$ cat config.mk
export PLATFORM = sky130hd
export DESIGN_NAME = reg_file_sb
export DESIGN_NICKNAME = d
export VERILOG_FILES = /design/src/rtl/regfile_pkg.sv /design/src/rtl/reg_scoreboard.sv /design/src/rtl/reg_file_sb.sv
export SDC_FILE = /design/constraint.sdc
export NUM_CORES = 1
export LEC_CHECK = 0
export CORE_AREA = 4 4 212 214
export CTS_BUF_LIST = sky130_fd_sc_hd__clkbuf_16
export DETAILED_ROUTE_END_ITERATION = 7
export DIE_AREA = 0 0 216 218
export GPL_ROUTABILITY_DRIVEN = 0
export SYNTH_ARGS = -nofsm -noshare
export SYNTH_HDL_FRONTEND = slang
export SYNTH_SLANG_ARGS = --single-unit
$ cat constraint.sdc
create_clock -name clk -period 17.55 [get_ports clk]
set_input_delay 3.51 -clock clk [delete_from_list [all_inputs] [get_ports clk]]
set_output_delay 3.51 -clock clk [all_outputs]
set_load 0.05 [all_outputs]
$ cat src/rtl/regfile_pkg.sv
// ----------------------------------------------------------------------------
// regfile_pkg
// Shared constants and types for the datapath register file (reg_file_sb)
// and its busy scoreboard (reg_scoreboard).
//
// Contents:
//   RF_WIDTH     default data width of one register
//   RF_NUM_REGS  default number of architectural registers
//   RF_SP_REG    default register written by the special-result port
//   reg_idx_t    register index type for the default configuration
//   rf_idx_w     index width for an arbitrary register count (minimum 1 bit)
// ----------------------------------------------------------------------------
package regfile_pkg;

   localparam int RF_WIDTH    = 16;
   localparam int RF_NUM_REGS = 16;
   localparam int RF_SP_REG   = 15;

   typedef logic [$clog2(RF_NUM_REGS)-1:0] reg_idx_t;

   // Index width for a register count; never collapses to zero bits.
   function automatic int rf_idx_w(input int num_regs);
      return (num_regs > 1) ? $clog2(num_regs) : 1;
   endfunction

endpackage

$ cat src/rtl/reg_scoreboard.sv
// ----------------------------------------------------------------------------
// reg_scoreboard
// One busy bit per register. A bit is set when a multi-cycle producer is
// issued to that register and cleared when a write port commits to it.
// If both happen on the same edge the set wins: the commit belongs to the
// older producer, while the issue announces a newer one still in flight.
//
// Ports:
//   clk          clock, state updates on rising edge
//   reset        asynchronous active-high, clears every busy bit
//   issue_valid  an in-flight producer is being issued this cycle
//   issue_reg    destination register of that producer
//   commit       one bit per register committed by a write port this edge
//   rd_reg1/2    register indices being read
//   bypass1/2    the read port is being served by a same-cycle write
//   busy1/2      the operand on that read port is not yet available
// ----------------------------------------------------------------------------
module reg_scoreboard
   import regfile_pkg::*;
#(
   parameter int NUM_REGS = RF_NUM_REGS,
   parameter bit ZERO_REG = 1'b0
) (
   input  logic                                 clk,
   input  logic                                 reset,
   input  logic                                 issue_valid,
   input  logic [rf_idx_w(NUM_REGS)-1:0]        issue_reg,
   input  logic [NUM_REGS-1:0]                  commit,
   input  logic [rf_idx_w(NUM_REGS)-1:0]        rd_reg1,
   input  logic [rf_idx_w(NUM_REGS)-1:0]        rd_reg2,
   input  logic                                 bypass1,
   input  logic                                 bypass2,
   output logic                                 busy1,
   output logic                                 busy2
);

   localparam int AW = rf_idx_w(NUM_REGS);

   logic [NUM_REGS-1:0] busy;
   logic [NUM_REGS-1:0] busy_next;
   logic                issue_ok;

   // Register 0 is hard-wired in the ZERO_REG build and can never be pending.
   function automatic logic is_zero(input logic [AW-1:0] idx);
      return ZERO_REG && (idx == '0);
   endfunction

   always_comb begin
      issue_ok  = issue_valid && !is_zero(issue_reg);
      busy_next = busy & ~commit;
      // Applied after the clear so a same-edge issue keeps the bit set.
      if (issue_ok) begin
         busy_next[issue_reg] = 1'b1;
      end
   end

   always_ff @(posedge clk or posedge reset) begin
      if (reset) begin
         busy <= '0;
      end else begin
         busy <= busy_next;
      end
   end

   // A bypassed operand is already available, so its busy bit is masked.
   always_comb begin
      busy1 = busy[rd_reg1] && !bypass1 && !is_zero(rd_reg1);
      busy2 = busy[rd_reg2] && !bypass2 && !is_zero(rd_reg2);
   end

endmodule

$ cat src/rtl/reg_file_sb.sv
// ----------------------------------------------------------------------------
// reg_file_sb
// Parametrised two-read, two-write register file with write-to-read bypass,
// an optional hard-wired zero register and a per-register busy scoreboard
// used by control to detect read-after-write hazards on multi-cycle ops.
//
// Parameters:
//   WIDTH     data width
//   NUM_REGS  register count (power of two, >= 4)
//   SP_REG    register written by the special-result port
//   ZERO_REG  1 = register 0 reads 0 and ignores writes and issues
//
// Ports:
//   clk                 clock, state updates on rising edge
//   reset               asynchronous active-high, clears registers and busy
//   readReg1/readReg2   read addresses
//   op1/op2             read data, combinational with bypass
//   RegWrite/writeReg/wrData   primary write port
//   SpWrite/spData      special write port, target fixed at SP_REG
//   issueValid/issueReg marks issueReg as having an in-flight producer
//   busy1/busy2         operand N not yet available
//   hazard              busy1 | busy2
// ----------------------------------------------------------------------------
module reg_file_sb
   import regfile_pkg::*;
#(
   parameter int WIDTH    = RF_WIDTH,
   parameter int NUM_REGS = RF_NUM_REGS,
   parameter int SP_REG   = RF_SP_REG,
   parameter bit ZERO_REG = 1'b0
) (
   input  logic                                 clk,
   input  logic                                 reset,
   input  logic [rf_idx_w(NUM_REGS)-1:0]        readReg1,
   input  logic [rf_idx_w(NUM_REGS)-1:0]        readReg2,
   output logic [WIDTH-1:0]                     op1,
   output logic [WIDTH-1:0]                     op2,
   input  logic                                 RegWrite,
   input  logic [rf_idx_w(NUM_REGS)-1:0]        writeReg,
   input  logic [WIDTH-1:0]                     wrData,
   input  logic                                 SpWrite,
   input  logic [WIDTH-1:0]                     spData,
   input  logic                                 issueValid,
   input  logic [rf_idx_w(NUM_REGS)-1:0]        issueReg,
   output logic                                 busy1,
   output logic                                 busy2,
   output logic                                 hazard
);

   localparam int            AW     = rf_idx_w(NUM_REGS);
   localparam logic [AW-1:0] SP_IDX = AW'(SP_REG);

   logic [WIDTH-1:0]    regs [NUM_REGS];
   logic                pri_we;
   logic                sp_we;
   logic [NUM_REGS-1:0] commit_vec;
   logic                byp1;
   logic                byp2;

   function automatic logic is_zero(input logic [AW-1:0] idx);
      return ZERO_REG && (idx == '0);
   endfunction

   // Write arbitration: the primary port owns SP_REG when both target it,
   // so the special data is simply dropped rather than merged.
   always_comb begin
      pri_we = RegWrite && !is_zero(writeReg);
      sp_we  = SpWrite && !(RegWrite && (writeReg == SP_IDX)) && !is_zero(SP_IDX);
   end

   always_comb begin
      commit_vec = '0;
      if (pri_we) begin
         commit_vec[writeReg] = 1'b1;
      end
      if (sp_we) begin
         commit_vec[SP_IDX] = 1'b1;
      end
   end

   always_ff @(posedge clk or posedge reset) begin
      if (reset) begin
         for (int i = 0; i < NUM_REGS; i++) begin
            regs[i] <= '0;
         end
      end else begin
         if (pri_we) begin
            regs[writeReg] <= wrData;
         end
         if (sp_we) begin
            regs[SP_IDX] <= spData;
         end
      end
   end

   // Read muxes: zero register first (never bypassed), then primary write,
   // then special write, then storage. The bypass priority mirrors the
   // write arbitration so a read sees exactly what will be stored.
   always_comb begin
      byp1 = 1'b0;
      op1  = regs[readReg1];
      if (is_zero(readReg1)) begin
         op1 = '0;
      end else if (RegWrite && (writeReg == readReg1)) begin
         op1  = wrData;
         byp1 = 1'b1;
      end else if (SpWrite && (readReg1 == SP_IDX)) begin
         op1  = spData;
         byp1 = 1'b1;
      end
   end

   always_comb begin
      byp2 = 1'b0;
      op2  = regs[readReg2];
      if (is_zero(readReg2)) begin
         op2 = '0;
      end else if (RegWrite && (writeReg == readReg2)) begin
         op2  = wrData;
         byp2 = 1'b1;
      end else if (SpWrite && (readReg2 == SP_IDX)) begin
         op2  = spData;
         byp2 = 1'b1;
      end
   end

   reg_scoreboard #(
      .NUM_REGS (NUM_REGS),
      .ZERO_REG (ZERO_REG)
   ) u_scoreboard (
      .clk         (clk),
      .reset       (reset),
      .issue_valid (issueValid),
      .issue_reg   (issueReg),
      .commit      (commit_vec),
      .rd_reg1     (readReg1),
      .rd_reg2     (readReg2),
      .bypass1     (byp1),
      .bypass2     (byp2),
      .busy1       (busy1),
      .busy2       (busy2)
   );

   assign hazard = busy1 | busy2;

endmodule

Yosys cells after proc, flatten, opt, wreduce, memory -nomap -nowiden
Index checks and enable logic that the tools add are counted.
{"block": "totals", "regBits": 272, "in_bits": 53, "out_inout_bits": 35}
{"block": "classes", "order_cmp": 10, "eq_ne": 5, "mux": 30, "n_bitwise": 7, "n_reduce_logical": 15}
{"cell": "bitwise mux 256 bit", "n": 1}
{"cell": "2-to-1 mux 16 bit", "n": 13}
{"cell": "binary-select mux 16 bit (select 4 bit)", "n": 2}
{"cell": "demux 16 bit (select 4 bit)", "n": 1}
{"cell": "less-than comparator 4 x 5 -> 1 bit (second input constant)", "n": 4}
{"cell": "bitwise AND 16 bit", "n": 1}
{"cell": "inverter 16 bit", "n": 1}
{"cell": "bitwise OR 16 bit", "n": 1}
{"cell": "greater-or-equal comparator 5 bit (second input constant)", "n": 3}
{"cell": "inverter 4 -> 5 bit", "n": 3}
{"cell": "equality test 4 bit (second input constant)", "n": 3}
{"cell": "logical AND 1 bit", "n": 11}
{"cell": "2-to-1 mux 1 bit", "n": 9}
{"cell": "binary-select mux 1 bit (select 4 bit)", "n": 2}
{"cell": "demux 1 bit (select 4 bit)", "n": 2}
{"cell": "equality test 4 bit", "n": 2}
{"cell": "greater-or-equal comparator 4 x 1 -> 1 bit (second input constant)", "n": 2}
{"cell": "less-than comparator 5 x 1 -> 1 bit (second input constant)", "n": 1}
{"cell": "zero test 1 bit", "n": 3}
{"cell": "nonzero test 2 bit", "n": 1}
{"cell": "bitwise OR 1 bit", "n": 1}

Longest topological paths before layout
Gate-level depths: netlist (run 1).
{"block": "logic_depth", "depth_word": 10, "ltp_mapped": 8, "ltp_nobuf": 4}

Modules after synthesis
From an unflattened synthesis (run 1), not the netlist that was laid out.
{"block": "hier_totals", "cells_unflattened": 1535, "area_unflattened_um2": 15876.5}
{"mod": "reg_file_sb", "n_inst": 1, "cells_per_inst": 1448, "area_per_inst_um2": 14973.1, "seq_area_each_um2": 6406.1}
{"mod": "reg_scoreboard", "n_inst": 1, "cells_per_inst": 87, "area_per_inst_um2": 903.4, "seq_area_each_um2": 400.4}

Worst setup path after synthesis (run 1)
OpenSTA, ideal clock, no wires.
{"block": "synth_path", "kind": "input to output", "start": "input readReg1[0]", "end": "output op1[0]", "t_arrival_ns": 6.074, "required_ns": 14.040, "setup_slack_ns": 7.966, "cell_stages": 8, "path_buffers": 4, "cell_sequence": "buf_6 > buf_6 > buf_6 > and2_1 > buf_1 > a22oi_1 > a21oi_1 > o41ai_1"}
{"block": "synth_via", "elab_chain_cells": 6, "word_cells_on_any_way": 10, "classes_between": "eq/ne: 2; mux: 5; bitwise: 1; reduce/logical: 2"}
{"element": "start: declaration", "line_no": "reg_file_sb.sv:34", "rtl": "input logic [rf_idx_w(NUM_REGS)-1:0] readReg1,"}
{"element": "inverter 4 -> 5 bit (implied by the code)", "line_no": "reg_file_sb.sv:101", "rtl": "op1 = regs[readReg1];"}
{"element": "binary-select mux 16 bit (select 4 bit)", "line_no": "reg_file_sb.sv:101"}
{"element": "2-to-1 mux 16 bit (implied by the code) (2 in series)", "line_no": "reg_file_sb.sv:101"}
{"element": "2-to-1 mux 16 bit", "line_no": "reg_file_sb.sv:107", "rtl": "end else if (SpWrite && (readReg1 == SP_IDX)) begin"}
{"element": "2-to-1 mux 16 bit (*)", "line_no": "reg_file_sb.sv:104", "rtl": "end else if (RegWrite && (writeReg == readReg1)) begin"}
{"element": "end: declaration", "line_no": "reg_file_sb.sv:36", "rtl": "output logic [WIDTH-1:0] op1,"}
Mark *: on every way between the ends. The rest lies on a longest branch, timed or not. The select of a mux whose other input is x is not followed.

Final worst setup path (run 1)
{"block": "layout_path", "start": "input readReg2[1]", "end": "output op2[14]"}
{"block": "layout_via", "elab_chain_cells": 6, "word_cells_on_any_way": 10, "classes_between": "eq/ne: 2; mux: 5; bitwise: 1; reduce/logical: 2"}
{"element": "start: declaration", "line_no": "reg_file_sb.sv:35", "rtl": "input logic [rf_idx_w(NUM_REGS)-1:0] readReg2,"}
{"element": "inverter 4 -> 5 bit (implied by the code)", "line_no": "reg_file_sb.sv:115", "rtl": "op2 = regs[readReg2];"}
{"element": "binary-select mux 16 bit (select 4 bit)", "line_no": "reg_file_sb.sv:115"}
{"element": "2-to-1 mux 16 bit (implied by the code) (2 in series)", "line_no": "reg_file_sb.sv:115"}
{"element": "2-to-1 mux 16 bit", "line_no": "reg_file_sb.sv:121", "rtl": "end else if (SpWrite && (readReg2 == SP_IDX)) begin"}
{"element": "2-to-1 mux 16 bit (*)", "line_no": "reg_file_sb.sv:118", "rtl": "end else if (RegWrite && (writeReg == readReg2)) begin"}
{"element": "end: declaration", "line_no": "reg_file_sb.sv:37", "rtl": "output logic [WIDTH-1:0] op2,"}
Marked as above.

==> results by group, run 1 <==
Outcome
  • Status: finished, final reports clean

Final layout
  • Area Growth Syn to Fin: 11.1%
  • Final std cells w/o fill: 1,861
  • Commonest non-fill, non-tap cell in the layout: dfrtp_1
  • Finished Core Util: 42.1%
  • FF/Latch Area: 6810 sq um
  • Commonest cells after routing, fill and taps aside: 272 x dfrtp_1, 233 x mux2_2, 104 x mux2i_1, 80 x mux4_2, 80 x clkdlybuf4s50_1
  • Multi-input gate area: 8560 sq um
  • Final nets: 1,306
  • Fillers: 3,995
  • Layout cells sized above 1: 35.5%

Setup path
  • CP startpoint: readReg2[1]
  • Worst path top cell family by delay: simple AND/OR/NAND/NOR gates
  • Critical setup path kind: primary input to output pin
  • Worst setup EP type: output pin
  • Type of origin of the critical path: primary input
  • Cell with the most instances on the worst path: buf_4
  • FF-to-FF End: u_scoreboard.busy[15]$_DFF_PP0_
  • R2r setup slk: 16.72 ns
  • Origin of the critical flop-to-flop path: u_scoreboard.busy[15]$_DFF_PP0_
  • Required @ worst endpoint: 14.04 ns
  • Reg2Reg Depth: 2
  • Setup crit end: op2[14]
  • Worst-path maximum fanout: 44
  • WP buf/inv: 3
  • Cell Chain, Critical Path: buf_4, buf_4, xor2_1, nor3_4, and2_1, o31ai_1, clkdlybuf4s50_1
  • CP max stage cell: and2_1
  • CP arrival: 7.94 ns
  • Crit. path cell count: 7
  • Biggest cell delay along the critical path: 1.06 ns

Logic synthesis
  • Syn Area/Cell: 13.2 sq um
  • EDFF count, synth: 0
  • Count of cell types in the netlist: 53
  • Synth area leaders: dfrtp_1 42%, mux2_2 16%, mux4_2 11%, mux2i_1 6.4%, mux4_1 1.9%
  • Net Count, Synth: 1,281
  • Yosys reg bits: 272
  • Post-Syn Area: 16,300 sq um
  • Ys async rst share: 100%
  • Post-Synthesis Cells: 1,228
  • Ys Warns: 0
  • Seq/Total Area, Yosys: 41.9%
  • Ys flop type: dfrtp_1
  • Area share of the largest cell type after synthesis: 41.9%
  • Synth area leader: dfrtp_1

Placement
  • Placed Cells: 1,806
  • Place WS: 6.18 ns
  • HPWL after DPL: 30,700 um
  • Port-buffer cells: 87

Clocking
  • CTS clock-pin slew for the worst setup and hold paths: 0.06 ns
  • Worst skew pair latency: 0.57 ns
  • Postcts setup bufs: 0
  • Worst-case clock buffer depth: 3
  • TritonCTS Buffers: 30
  • Maximum level of the CTS H-tree: 1
  • Clock sinks: 272
  • Hold_buf cts: 0
  • CTS tree: built
  • Root buffer cell: clkbuf_16
  • CTS resizes: 0

Power and ir drop
  • Leakage: 7.32 nW
  • PD cells: 111 nW/um^2
  • VDD IR max: 0.0932 mV
  • Power consumption: 2.00 mW

Global route
  • Initial antenna violation count: 2
  • First-pass GRT wire length: 76,400 um
  • Vias in the first global route: 11,800
  • Total GRT Usage: 21.2%
  • Grt ovf: 0
  • Largest net degree at the start of global routing: 121

STA
  • Max Freq: 87.4 MHz
  • Final setup fails: 0
  • RSZ-0062 raised after global routing: no
  • Final hold vios: 0
  • Minimum clock period: 11.45 ns
  • Slew Limit Fails: 0
  • Fin crit share: 65.2%
  • Setup Skew: 0 ns
  • Setup TNS: 0 ns
  • Post-route setup slack: 6.10 ns
  • Relative slew slack: 19.6%
  • Worst slew pin tran: 1.21 ns

Floorplan
  • Die Y: 218 um
  • Die area: 47,100 sq um
  • Starting Density: 37.9%
  • Chip Width: 216 um
  • I/O Pins: 88
  • Core Footprint: 42,900 sq um
  • Site row count: 76

Routing
  • 1st-pass router iterations: 5
  • Total number of vias: 11,300
  • Final WL: 50,400 um
  • Wire per inst: 27.1 um
  • Avg Vias per Cell: 6.05
  • DRT iter0 DRCs: 997
  • DRC Markers: 0
  • Antenna viol nets, final: 0

Hold path
  • Worst min path class: register to register

Run
  • Max-cap violations: 0
## routing by layer
metal	vias up	track usage [%]	share of wire (%)
met3	106	4.46	7.2
met4	0	5.76	3.0
li1	4760	-	-
met2	444	33.5	46
met1	5949	29.9	44
met5	-	0	0
## worst reg2reg max path, delay by kind of cell (launching register included)
| kind | cells | cell delay [ns] |
|---|---|---|
| DFF | 1 | 0.38 |
| AOI/OAI and AO/OA | 1 | 0.29 |
| buffers and inverters | 1 | 0.06 |
## kinds of logic (layout without fill, tap and decap cells)
family,Yosys count,count (layout),synth area share (%)
muxes,437,437,36.1
xor gates and xnor gates,8,8,0.431
and+or+nand+nor,190,190,6.39
AOI/OAI and AO/OA,194,194,9.58
buffers and inverters,127,174,5.59
DFF,272,272,41.9
other,0,1,0
## synth_stat cells (10+ instances only)
cell and n:
mux2i_1 104, o22ai_1 18, a211oi_1 14, mux4_1 12, dfrtp_1 272, and2_1 15
a22oi_1 28, buf_4 15, a211oi_2 13, nand2_1 25, nor2b_1 23, clkbuf_1 36
or2_2 12, buf_6 26, nor2_1 39, a21oi_1 19, nand3_1 32, buf_2 31
o41ai_1 10, mux2_2 233, o21ai_0 45, o41ai_2 17, mux4_2 80
## layout make-up
type | instances | area share [%]
tap | 585 | 4.05
inverter | 7 | 0.187
antenna | 1 | 0.0139
sequential | 272 | 37.7
multi-input combinational | 829 | 47.4
clock buffer | 31 | 4.30
clock inverter | 23 | 0.554
timing repair buffer | 113 | 5.77
## state kept, by name (all words and copies together), names as in the netlist
signal,flops
regs,256
u_scoreboard.busy,16
## how the worst min path moves through the flow
stage	start	to	slack [ns]	depth (start not counted)
after floorplan	u_scoreboard.busy[4]$_DFF_PP0_	u_scoreboard.busy[4]$_DFF_PP0_	0.46	2
after global placement	regs[227]$_DFFE_PP0P_	regs[227]$_DFFE_PP0P_	0.49	1
after detailed placement	regs[229]$_DFFE_PP0P_	regs[229]$_DFFE_PP0P_	0.51	1
after CTS	regs[225]$_DFFE_PP0P_	regs[225]$_DFFE_PP0P_	0.52	1
after global routing	regs[229]$_DFFE_PP0P_	regs[229]$_DFFE_PP0P_	0.53	1
final	regs[85]$_DFFE_PP0P_	regs[85]$_DFFE_PP0P_	0.52	1
## power breakdown
part	leakage [nW]	internal [mW]	switching (mW)	total, mW
clock	0.454	0.316	0.264	0.579
combinational	3.55	0.289	0.262	0.551
sequential	3.32	0.769	0.102	0.872
## through the flow
step	hold slack, ns	cell area, sq um
detailed placement	0.508	17200
finish	0.522	18100
floorplan	0.461	16300
global route	0.532	18100
global placement	0.493	17200
CTS	0.525	18100
(Power assumes the default switching activity.)
==> run 2, diff against run 1 <==
==> constraint.sdc (replaced) <==
create_clock -name clk -period 9.7 [get_ports clk]
set_input_delay 1.94 -clock clk [delete_from_list [all_inputs] [get_ports clk]]
set_output_delay 1.94 -clock clk [all_outputs]
set_load 0.05 [all_outputs]
==> run 2 against run 1 <==
First-iteration DRC count grew 2.2%. Final cell count grew 0.38%. Clock power grew 110%. Clock skew is the same. Critical path depth is the same.
==> results by group, run 2 (same netlist as run 1, synthesis figures left out) <==
Final layout
  • Fillers: 3,978
  • Multi-input gate area: 8560 sq um
  • Commonest non-fill, non-tap cell in the layout: dfrtp_1
  • Area Growth Syn to Fin: 12.3%
  • Final nets: 1,311
  • Finished Core Util: 42.6%
  • Final std cells w/o fill: 1,868
  • Largest Register: regs
  • Max reg flops: 256
  • Layout cells sized above 1: 35.8%
  • Biggest regs: regs: 256 flops, u_scoreboard.busy: 16 flops
  • FF/Latch Area: 6810 sq um
  • Commonest cells after routing, fill and taps aside: 272 x dfrtp_1, 233 x mux2_2, 104 x mux2i_1, 80 x mux4_2, 80 x clkdlybuf4s50_1

Global route
  • Total GRT Usage: 21.1%
  • Vias in the first global route: 11,400
  • Initial antenna violation count: 0
  • Largest net degree at the start of global routing: 124
  • Grt ovf: 0
  • First-pass GRT wire length: 75,300 um

Setup path
  • Setup crit end: op2[14]
  • CP startpoint: readReg2[2]
  • FF-to-FF End: regs[227]$_DFFE_PP0P_
  • Origin of the critical flop-to-flop path: regs[227]$_DFFE_PP0P_
  • Reg2Reg Depth: 1
  • CP arrival: 5.93 ns
  • CP max stage cell: nand4_1
  • Critical setup path kind: primary input to output pin
  • Worst-path maximum fanout: 27
  • Biggest cell delay along the critical path: 1.06 ns
  • R2r setup slk: 8.89 ns
  • Required @ worst endpoint: 7.76 ns
  • Type of origin of the critical path: primary input
  • Worst setup EP type: output pin
  • Cell Chain, Critical Path: buf_2, buf_4, and2_1, nand4_1, o221ai_1, o31ai_1, clkdlybuf4s50_1

Clocking
  • Root buffer cell: clkbuf_16
  • CTS tree: built
  • Worst-case clock buffer depth: 3
  • TritonCTS Buffers: 34
  • Postcts setup bufs: 0
  • Worst skew pair latency: 0.52 ns
  • Maximum level of the CTS H-tree: 2
  • Hold_buf cts: 0
  • CTS resizes: 0
  • CTS clock-pin slew for the worst setup and hold paths: 0.06 ns
  • Clock sinks: 272

Power and ir drop
  • PD cells: 209 nW/um^2
  • Power consumption: 3.82 mW
  • Leakage: 7.43 nW
  • VDD IR max: 0.120 mV

STA
  • Worst slew pin tran: 1.23 ns
  • Final setup fails: 0
  • Final hold vios: 0
  • Relative slew slack: 17.5%
  • Slew Limit Fails: 0
  • RSZ-0062 raised after global routing: no
  • Setup Skew: 0 ns
  • Minimum clock period: 7.87 ns
  • Setup TNS: 0 ns
  • Fin crit share: 81.1%
  • Max Freq: 127 MHz

Run
  • Max-cap violations: 0

Outcome
  • Status: finished, final reports clean

Floorplan
  • Die area: 47,100 sq um
  • Starting Density: 37.9%
  • I/O Pins: 88
  • Chip Width: 216 um
  • Die Y: 218 um
  • Core Footprint: 42,900 sq um
  • Site row count: 76

Routing
  • Avg Vias per Cell: 5.97
  • Final WL: 50,400 um
  • 1st-pass router iterations: 5
  • Wire per inst: 27.0 um
  • DRC Markers: 0
  • Antenna viol nets, final: 0
  • DRT iter0 DRCs: 1,019
  • Total number of vias: 11,200

Placement
  • Port-buffer cells: 87
  • Placed Cells: 1,807
  • HPWL after DPL: 31,700 um

Hold path
  • Worst min path class: register to register
==> run 2: cell count changes in the layout (fill, tap and decap cells not counted) <==
| cell | before | now |
|---|---|---|
| inv_6 | 0 | 1 |
| clkbuf_16 | 31 | 35 |
| buf_4 | 30 | 31 |
| and3_1 | 1 | 2 |
| inv_8 | 1 | 2 |
| bufinv_16 | 0 | 3 |
| clkinv_4 | 0 | 1 |
| clkinvlp_4 | 1 | 0 |
| and3_2 | 1 | 0 |
| clkinv_1 | 10 | 6 |
| diode_2 | 1 | 2 |
| inv_1 | 10 | 12 |
| clkinv_2 | 8 | 6 |
==> run 2: worst min-delay path by stage <==
stage,startpoint,endpoint,slack [ns],cells past startpoint
4_1_cts,regs[226]$_DFFE_PP0P_,regs[226]$_DFFE_PP0P_,0.52,1
2_1_floorplan,u_scoreboard.busy[4]$_DFF_PP0_,u_scoreboard.busy[4]$_DFF_PP0_,0.46,2
3_5_place_dp,u_scoreboard.busy[8]$_DFF_PP0_,u_scoreboard.busy[8]$_DFF_PP0_,0.50,2
3_3_place_gp,u_scoreboard.busy[8]$_DFF_PP0_,u_scoreboard.busy[8]$_DFF_PP0_,0.49,2
6_report,u_scoreboard.busy[8]$_DFF_PP0_,u_scoreboard.busy[8]$_DFF_PP0_,0.51,2
5_1_grt,regs[214]$_DFFE_PP0P_,regs[214]$_DFFE_PP0P_,0.53,1
==> run 2: cell type report <==
class | count | area share [%]
diodes | 2 | 0.0274
clock buffers | 35 | 4.80
clock inverters | 24 | 1.06
inverters | 7 | 0.185
multi-input cells | 829 | 46.9
flip-flops and latches | 272 | 37.3
well taps | 585 | 4.01
repair buffers | 114 | 5.74
==> run 2: layer usage <==
metal / GRT usage (%) / wire length, um / part of all wire, % / vias up
li1: - / - / - / 4765
met1: 29.3 / 21900 / 43 / 5878
met2: 33.4 / 23500 / 47 / 420
met3: 3.92 / 3270 / 6.5 / 98
met4: 7.25 / 1750 / 3.5 / 0
met5: 0 / 0 / 0 / -
==> run 2: per-stage QoR <==
stage	hold WS (ns)	worst slack, ns	instance area [sq um]
final	0.512	1.83	18300
after global routing	0.534	1.71	18300
after CTS	0.515	1.95	18300
after detailed placement	0.500	1.95	17200
after global placement	0.490	2.01	17200
after floorplan	0.461	0.265	16300
==> run 2: worst max-delay path, delay by kind of cell <==
family                 cells  cell delay [ns]
buffers and inverters      3             1.63
and+or+nand+nor            2             1.61
AOI/OAI and AO/OA          2             0.72
==> run 2: power breakdown <==
group	leakage [nW]	total [mW]	switching (mW)	internal, mW
sequential	3.32	1.58	0.184	1.39
clock	0.557	1.24	0.507	0.734
combinational	3.55	1.00	0.480	0.523
